## config.mk

```make
export PLATFORM = sky130hd
export DESIGN_NAME = dmux_nway_reg
export DESIGN_NICKNAME = d
export VERILOG_FILES = /design/src/rtl/dmux_nway_reg.sv
export SDC_FILE = /design/constraint.sdc
export NUM_CORES = 1
export LEC_CHECK = 0
export CAP_MARGIN = 20
export CELL_PAD_IN_SITES_DETAIL_PLACEMENT = 1
export CELL_PAD_IN_SITES_GLOBAL_PLACEMENT = 1
export CORE_AREA = 3 3 134 162
export CTS_CLUSTER_DIAMETER = 80
export DETAILED_ROUTE_END_ITERATION = 7
export DIE_AREA = 0 0 137 165
export PLACE_DENSITY_LB_ADDON = 0.1
export SKIP_CTS_REPAIR_TIMING = 1
export SLEW_MARGIN = 15
export SYNTH_ARGS = -nofsm -noshare
export SYNTH_HDL_FRONTEND = slang
export SYNTH_SLANG_ARGS = --single-unit
```

## constraint.sdc

```tcl
create_clock -name clk -period 5.4 [get_ports clk]
set_clock_uncertainty 0.15 [all_clocks]
set_input_delay 1.62 -clock clk [delete_from_list [all_inputs] [get_ports clk]]
set_output_delay 1.62 -clock clk [all_outputs]
set_load 0.01 [all_outputs]
```

## src/rtl/dmux_nway_reg.sv

```systemverilog
// Registered N-way demultiplexer: one input stream steered to a selected channel
// (or broadcast to all), each channel holding one word behind its own valid/ready.
module dmux_nway_reg #(
    parameter int WIDTH    = 16,
    parameter int CHANNELS = 8,
    localparam int SEL_W   = $clog2(CHANNELS)
) (
    input  logic                      clk,
    input  logic                      rst_n,
    input  logic                      in_valid,
    output logic                      in_ready,
    input  logic [WIDTH-1:0]          in_data,
    input  logic [SEL_W-1:0]          in_sel,
    input  logic                      in_bcast,
    output logic [CHANNELS-1:0]       out_valid,
    input  logic [CHANNELS-1:0]       out_ready,
    output logic [CHANNELS*WIDTH-1:0] out_data,
    output logic [7:0]                drop_count
);

    // Handshake: a word moves on any rising edge where valid and ready are both
    // high; in_ready never looks at in_valid, and out_valid never looks at out_ready.
    typedef enum logic {
        EMPTY = 1'b0,
        FULL  = 1'b1
    } ch_state_e;

    ch_state_e                 state_q [CHANNELS];
    ch_state_e                 state_d [CHANNELS];
    logic [CHANNELS*WIDTH-1:0] data_q;
    logic [CHANNELS*WIDTH-1:0] data_d;
    logic [7:0]                drop_q;
    logic [7:0]                drop_d;

    logic [CHANNELS-1:0] sel_hot;
    logic [CHANNELS-1:0] free;
    logic [CHANNELS-1:0] load;
    logic                sel_ok;
    logic                xfer;
    logic                drop;

    // One-hot decode doubles as the range check, so non-power-of-two counts need no compare.
    always_comb begin
        sel_hot = '0;
        for (int k = 0; k < CHANNELS; k++) begin
            sel_hot[k] = (in_sel == SEL_W'(k));
        end
    end

    always_comb begin
        sel_ok = |sel_hot;
        free   = '0;
        for (int k = 0; k < CHANNELS; k++) begin
            free[k] = (state_q[k] == EMPTY) | out_ready[k];
        end
    end

    always_comb begin
        in_ready = 1'b1;
        if (in_bcast) begin
            in_ready = &free;
        end else if (sel_ok) begin
            in_ready = |(sel_hot & free);
        end
    end

    always_comb begin
        xfer = in_valid & in_ready;
        load = '0;
        if (xfer) begin
            load = in_bcast ? {CHANNELS{1'b1}} : sel_hot;
        end
        drop = xfer & ~in_bcast & ~sel_ok;
    end

    always_comb begin
        data_d = data_q;
        for (int k = 0; k < CHANNELS; k++) begin
            state_d[k] = state_q[k];
            if (load[k]) begin
                state_d[k]                = FULL;
                data_d[k*WIDTH +: WIDTH]  = in_data;
            end else if ((state_q[k] == FULL) && out_ready[k]) begin
                state_d[k] = EMPTY;
            end
        end
        drop_d = (drop && (drop_q != 8'hFF)) ? drop_q + 8'd1 : drop_q;
    end

    always_ff @(posedge clk or negedge rst_n) begin
        if (!rst_n) begin
            for (int k = 0; k < CHANNELS; k++) begin
                state_q[k] <= EMPTY;
            end
            data_q <= '0;
            drop_q <= '0;
        end else begin
            for (int k = 0; k < CHANNELS; k++) begin
                state_q[k] <= state_d[k];
            end
            data_q <= data_d;
            drop_q <= drop_d;
        end
    end

    // out_valid is the per-channel state itself, so it doubles as the FSM debug view.
    always_comb begin
        out_valid = '0;
        for (int k = 0; k < CHANNELS; k++) begin
            out_valid[k] = (state_q[k] == FULL);
        end
    end

    assign out_data   = data_q;
    assign drop_count = drop_q;

endmodule

```

* Yosys cells after proc, flatten, opt, wreduce, memory -nomap -nowiden
Index checks and enable logic that the tools add are counted.
** Operators by class
- Equality and inequality tests :: 8
- Bitwise operators :: 22
- Add/sub/neg operators :: 1
- Mux-type cells :: 20
- Reductions and logical operators :: 21
** Operators by type and width (count)
- 2-to-1 mux 1 bit :: 18
- 2-to-1 mux 8 bit :: 2
- nonzero test 2 bit :: 8
- OR reduction 8 bit :: 2
- equality test 3 bit (second input constant) :: 4
- inverter 1 bit :: 10
- logical AND 1 bit :: 9
- adder 8 x 1 -> 8 bit (second input constant) :: 1
- bitwise AND 8 bit :: 1
- != test 8 bit (second input constant) :: 1
- bitwise OR 1 bit :: 8
- AND reduction 8 bit :: 1
- equality test 3 x 2 -> 1 bit (second input constant) :: 2
- bitwise AND 1 bit :: 3
- equality test 3 x 1 -> 1 bit (second input constant) :: 1
- zero test 3 bit :: 1
** Word-level totals
- Logic and storage cells :: 89
- Flip-flop bits (word level) :: 144
- Input port bits :: 31

* Depth between registers and ports, before layout
Gate-level depths: netlist of run 1.
- Word-level depth :: 10
- Depth in mapped cells :: 8

* Worst setup path before layout of run 1
OpenSTA, ideal clock, no wires.
- Path kind :: input to output
- Start :: input in_sel[1]
- End :: output in_ready
- Data arrival time :: 2.791 ns
- Stages on the path :: 5
- Path slack :: 0.839 ns
- Path buffers :: 1
- Cell sequence :: clkbuf_1 > mux2i_1 > mux2_2 > mux2i_1 > o21ai_0
** On the way
- Word-level cells in the longest chain between the ends :: 5
** Ends and longest elaborated chain
- start, declared :: line 13 : input logic [SEL_W-1:0] in_sel,
- equality test 3 x 1 -> 1 bit (tied with other cells) :: line 46 : sel_hot[k] = (in_sel == SEL_W'(k));
- bitwise AND 8 bit :: line 63 : in_ready = |(sel_hot & free);
- OR reduction 8 bit :: line 63
- 2-to-1 mux 1 bit * :: line 62 : end else if (sel_ok) begin
- 2-to-1 mux 1 bit * :: line 60 : if (in_bcast) begin
- end, declared :: line 11 : output logic in_ready,
Every way passes the cells marked *; elsewhere a longest branch is shown, timed or not.

* Final worst setup path of run 1
Ends and elaborated chain as after synthesis.

==> results.md, run 1 <==
- Fin crit period: a little over 5 ns
- Crit-path cells: clkdlybuf4s50_1, buf_4, nor3b_1, a21oi_1, mux2_2, mux2i_1, o21ai_0, dlymetal6s2s_1
- Die extent in y: 165 um
- Commonest cells after routing, fill and taps aside: clkdlybuf4s50_1, dfrtp_1, mux2_1
- HP Start: drop_count[0]
- Inserted Clock Buffers: 17
- Outcome: completed
- CTS H-Tree Depth: 4
- Post-Synth Adder-Cell Area: 0
- Initial Util: 0.277
- R2r setup slk: 2.53 ns
- Slew Limit Fails: 0
- Worst Path Buf+Inv: 3
- Max Freq: ~200 MHz
- Async set-or-reset flop fraction in the synthesized netlist: 1.00
- Compound-Gate Fraction of Synth Area: 0.0223
- Clk pin slew, worst setup/hold paths: 0.07 ns
- Leakage power: 3.46 nW
- Share of cells above drive strength 1: 0.0976
- Largest stage delay, worst path: 0.47 ns
- Top FF cell, synth: dfrtp_1
- RSZ-0062 raised after global routing: false
- DR vias: 3564
- Post-synth cell types: 29
- Worst setup SP type: input port
- RD Place Congestion: 0.797
- Mapped cell area: 5620 um2
- Synth warn: 0
- Max FO, Critical Path: 7
- Grt total ovfl: 0
- HPWL Detailed: 11300 um
- Xor and xnor fraction of the mapped netlist area: 0
- I/O pins: between 150 and 200
- Main combinational cell family by area after synthesis: multiplexers
- Vias in the first global route: 4032
- Final Setup Violations: 0
- Reg2reg end: out_data[31]
- Dominant cells by area after synthesis: dfrtp_1, mux2_1, buf_6
- Clk buf depth: 2
- Place WS: -0.0427 ns
- WL/cell: 20.1 um
- Iteration-0 DRC count of the detailed router: 90
- Total GRT Usage: 0.149
- PD cells: 607 nW/um2
- Initial antenna violation count: 0
- Post-route setup TNS: 0 ns
- Mapped Avg Cell Area: approximately 16 um2
- Mapped Cells: roughly 350
- Worst reg2reg path depth: 6
- Finished Cell Area: 8270 um2
- CTS root buf: clkbuf_16
- Routed wire length: 16200 um
- DRT Pass-1 Iters: 4
- Max Cap Violations: 0
- Seq/Total Area, Yosys: 0.641
- Area Overhead vs Synth: 47.1%
- PnR worst setup slack: 0.352 ns
- Remaining DRCs: 0
- CTS tree: done
- Worst skew pair latency: 0.41 ns
- Hold Crit Class: reg2reg
- Worst flop-to-flop path startpoint: out_valid[2]
- Final Power: ~5 mW
- Slew @ Worst Pin: 0.916 ns
- Multiplexer share of the synthesized area: 0.262
- PortBufs: ~180
- Post-Synth Simple-Gate Area: 0.0470
- Largest net degree at the start of global routing: 74
- DR vias/cell: 4.41
- Core Box Area: roughly 20000 um2
- CTS sink cnt: 144
- VDD IR-drop max: 229 uV
- Worst slew margin: 0.389
- DP Area: 7660 um2
- Crit-path slowest cell: clkdlybuf4s50_1
- Die area: 22600 um2
- Share of Yosys cell area claimed by the top area cell type: 0.641
- Most common cell after layout, fill and taps aside: clkdlybuf4s50_1
- Crit Path Category: in2out
- WP data required: approximately 3.6 ns
- Post-detailed-route count of antenna-violating nets: 0
- Total inserted antenna cells: 0
- Total nets after synthesis: ~380
- Post-synth top area cell: dfrtp_1
- CP delay by family, top: buffers and inverters
- Number of synthesized flops with an enable pin: 0
- Final Hold Vio Count: 0
- Synthesized flop and latch total: 144
- Worst EP arrival: 3.28 ns
- Row count: 57
- Crit path capture type: primary output
- Hold depth: 0
- Hold Path End: drop_count[0]
- Final period util: 0.935
- Chip width: about 140 um
- Global-route wire length before repair: 24800 um
- Fin nets: 561
## worst max-delay path by stage
| stage | depth (start not counted) | startpoint | to | slack [ns] |
|---|---|---|---|---|
| finish | 8 | in_sel[1] | in_ready | 0.35 |
| global route | 8 | in_sel[1] | in_ready | 0.27 |
| floorplan | 5 | in_sel[1] | in_ready | 0.84 |
| CTS | 6 | in_sel[2] | in_ready | -0.04 |
| detailed placement | 6 | in_sel[2] | in_ready | -0.04 |
| global placement | 6 | in_sel[2] | in_ready | 0.03 |
## cell type report
cell class	count	area, um2
Clock buffer	19	443
Clock inverter	13	150
Fill cell	2078	12000
Multi-Input combinational cell	180	1870
Sequential cell	144	3600
Tap cell	265	332
Timing Repair Buffer	187	1870
## stage by stage
step | instances | util | hold WS [ns]
global route | 808 | 0.408 | 0.240
CTS | 808 | 0.408 | 0.233
global placement | 776 | 0.378 | 0.217
finish | 808 | 0.408 | 0.227
floorplan | 345 | - | 0.344
detailed placement | 776 | 0.378 | 0.217
## worst register-to-register path: cells and delay by family (launching register included)
family,cells,cell delay [ns]
buf+inv,1,0.24
mux,1,0.35
compound gates,1,0.54
simple gates,3,1.11
flops,1,0.37
## cell families (layout without fill, tap and decap cells)
logic type / after synthesis / in the layout
flops: 144 / 144
mux: 131 / 131
simple gates: 39 / 39
buf+inv: 21 / 219
compound gates: 10 / 10
## synth_stat cells, types with 3 or more instances
| master | number |
|---|---|
| nor2b_1 | 4 |
| mux2_1 | 128 |
| nor2_1 | 3 |
| nand2b_1 | 8 |
| a31o_1 | 4 |
| clkbuf_1 | 9 |
| or2_1 | 3 |
| buf_6 | 8 |
| dfrtp_1 | 144 |
| buf_4 | 4 |
| nand2_1 | 6 |
## metal layers
metal | track usage | wire, um
met5 | 0 | 0
met4 | 0.0417 | 146
met3 | 0.0603 | 1110
met2 | 0.243 | 8000
met1 | 0.183 | 6960
## report_power, final
group	leakage, nW	total (mW)	internal [mW]	switching (mW)
logic	1.44	1.99	1.19	0.795
clock network	0.291	1.18	0.703	0.478
registers	1.73	1.85	1.59	0.267
total	3.46	5.02	3.48	1.54
## sequential cells by signal (all words and copies together), names as in the netlist
| signal | cells |
|---|---|
| drop_count | 8 |
| out_data | 128 |
| out_valid | 8 |
No activity file was read; power rests on OpenSTA's default activity.
==> run 2, diff against run 1 <==
Settings changed: CTS_CLUSTER_DIAMETER 80 to default, REMOVE_ABC_BUFFERS from default to 1.
==> results.md, run 2 (synthesized netlist as in run 1, its figures left out) <==
- Outcome: completed
- Final Hold Vio Count: 0 (unchanged)
- Die area: 22600 um2 (unchanged)
- RSZ-0062 raised after global routing: false
- Area Overhead vs Synth: 47.5%
- CTS sink cnt: 144 (unchanged)
- DR vias: 3554 (-0.28%)
- Row count: 57 (unchanged)
- Total inserted antenna cells: 0 (unchanged)
- Chip width: 137 um (unchanged)
- Vias in the first global route: 3985 (-1.2%)
- PortBufs: 175 (unchanged)
- Initial Util: 0.277 (unchanged)
- I/O pins: 176 (unchanged)
- Remaining DRCs: 0 (unchanged)
- Max Cap Violations: 0 (unchanged)
- Fin nets: 562 (+0.18%)
- Hold Crit Class: reg2reg
- Post-detailed-route count of antenna-violating nets: 0 (unchanged)
- Initial antenna violation count: 0 (unchanged)
- Iteration-0 DRC count of the detailed router: 98 (+8.9%)
- WL/cell: 20.0 um (-0.55%)
- Total GRT Usage: 0.146 (-0.00351)
- Worst setup SP type: input port
- DP Area: 7660 um2 (about the same)
- Grt total ovfl: 0 (unchanged)
- Largest net degree at the start of global routing: 76 (+2.7%)
- Clk buf depth: 2 (unchanged)
- Crit Path Category: in2out
- Max FO, Critical Path: 4 (-3)
- VDD IR-drop max: 251 uV (+9.7%)
- Worst skew pair latency: 0.41 ns (about the same)
- Layout Cells excl Fill: 809 (+0.12%)
- Slew @ Worst Pin: 0.962 ns (+0.0463 ns)
- PD cells: 611 nW/um2 (+0.68%)
- CTS tree: done
- Worst EP arrival: 3.50 ns (+0.22 ns)
- Worst hold slack: 0.227 ns (+0.000605 ns)
- RD Place Congestion: 0.719 (-9.8%)
- Leakage power: 3.46 nW (about the same)
- Slew Limit Fails: 0 (unchanged)
- Inst Count DP: 777 (+0.13%)
- Worst slew margin: 0.358 (-0.0308)
- DR vias/cell: 4.39 (-0.40%)
- HPWL Detailed: 11000 um (-2.1%)
- WP data required: 3.63 ns (about the same)
- Share of cells above drive strength 1: 0.101 (+0.00350)
- CTS H-Tree Depth: 4 (unchanged)
- DRT Pass-1 Iters: 4 (unchanged)
- Die extent in y: 165 um (unchanged)
- Routed wire length: 16100 um (-0.43%)
- Final Util: 0.409 (+0.00117)
- Clk pin slew, worst setup/hold paths: 0.06 ns (about the same)
- Max Freq: 190 MHz (-4.2%)
- Global-route wire length before repair: 24200 um (-2.6%)
- Fin crit period: 5.27 ns (+0.223 ns)
- Final Setup Violations: 0 (unchanged)
- Largest register FFs: 128 (unchanged)
- Inserted Clock Buffers: 17 (unchanged)
- CTS root buf: clkbuf_16
- Most common cell after layout, fill and taps aside: clkdlybuf4s50_1
- Final period util: 0.976 (+0.0413)
- Commonest cells after routing, fill and taps aside: clkdlybuf4s50_1, dfrtp_1, mux2_1
- Finished Cell Area: 8290 um2 (+0.29%)
- Core Box Area: 20300 um2 (unchanged)
- Crit path capture type: primary output
## run 2: cell type report
cell class	instances	area, um2
Clock buffer	19	443
Clock inverter	13	175
Multi-Input combinational cell	180	1870
Timing Repair Buffer	188	1870
Sequential cell	144	3600
Tap cell	265	332
Fill cell	2092	12000
## run 2: routing by layer
layer / wire (um) / global-route usage / vias up
li1: - / - / 1596
met1: 6640 / 0.173 / 1847
met2: 8440 / 0.253 / 98
met3: 879 / 0.0457 / 13
met4: 182 / 0.0422 / 0
met5: 0 / 0 / -
## run 2: power breakdown
| group | switching, mW | internal [mW] | leakage [nW] | total (mW) |
|---|---|---|---|---|
| clock network | 0.477 | 0.749 | 0.289 | 1.23 |
| registers | 0.267 | 1.59 | 1.73 | 1.85 |
| logic | 0.799 | 1.19 | 1.44 | 1.99 |
| total | 1.54 | 3.53 | 3.46 | 5.07 |
## run 2: critical path, cell delays in order
cell             delay (ns)
clkdlybuf4s50_1        0.47
and4b_1                0.25
nor4_2                 0.32
mux2i_1                0.12
o21ai_0                0.16
clkdlybuf4s50_1        0.56
## run 2: path summary, 6_finish.rpt
kind / depth (start not counted) / to / start / slack, ns
worst max-delay path: 6 / in_ready / in_sel[2] / 0.13
worst min-delay path: 0 / drop_count[3] / drop_count[3] / 0.23
worst max register to register: 6 / out_data[56] / out_valid[2] / 2.47
worst min register to register: 0 / drop_count[3] / drop_count[3] / 0.23
max in group asynchronous: 2 / out_data[95] / rst_n / 3.03
min in group asynchronous: 1 / out_data[44] / rst_n / 1.07
## run 2: metrics by stage
step                      setup TNS, ns  power [mW]  worst slack [ns]
after global routing                  0        5.37            0.0310
final                                 0        5.07             0.129
after global placement                0        3.87            0.0756
after floorplan                       0        2.54              1.13
after detailed placement       -0.00203        3.92          -0.00203
after CTS                       -0.0113        5.19           -0.0113
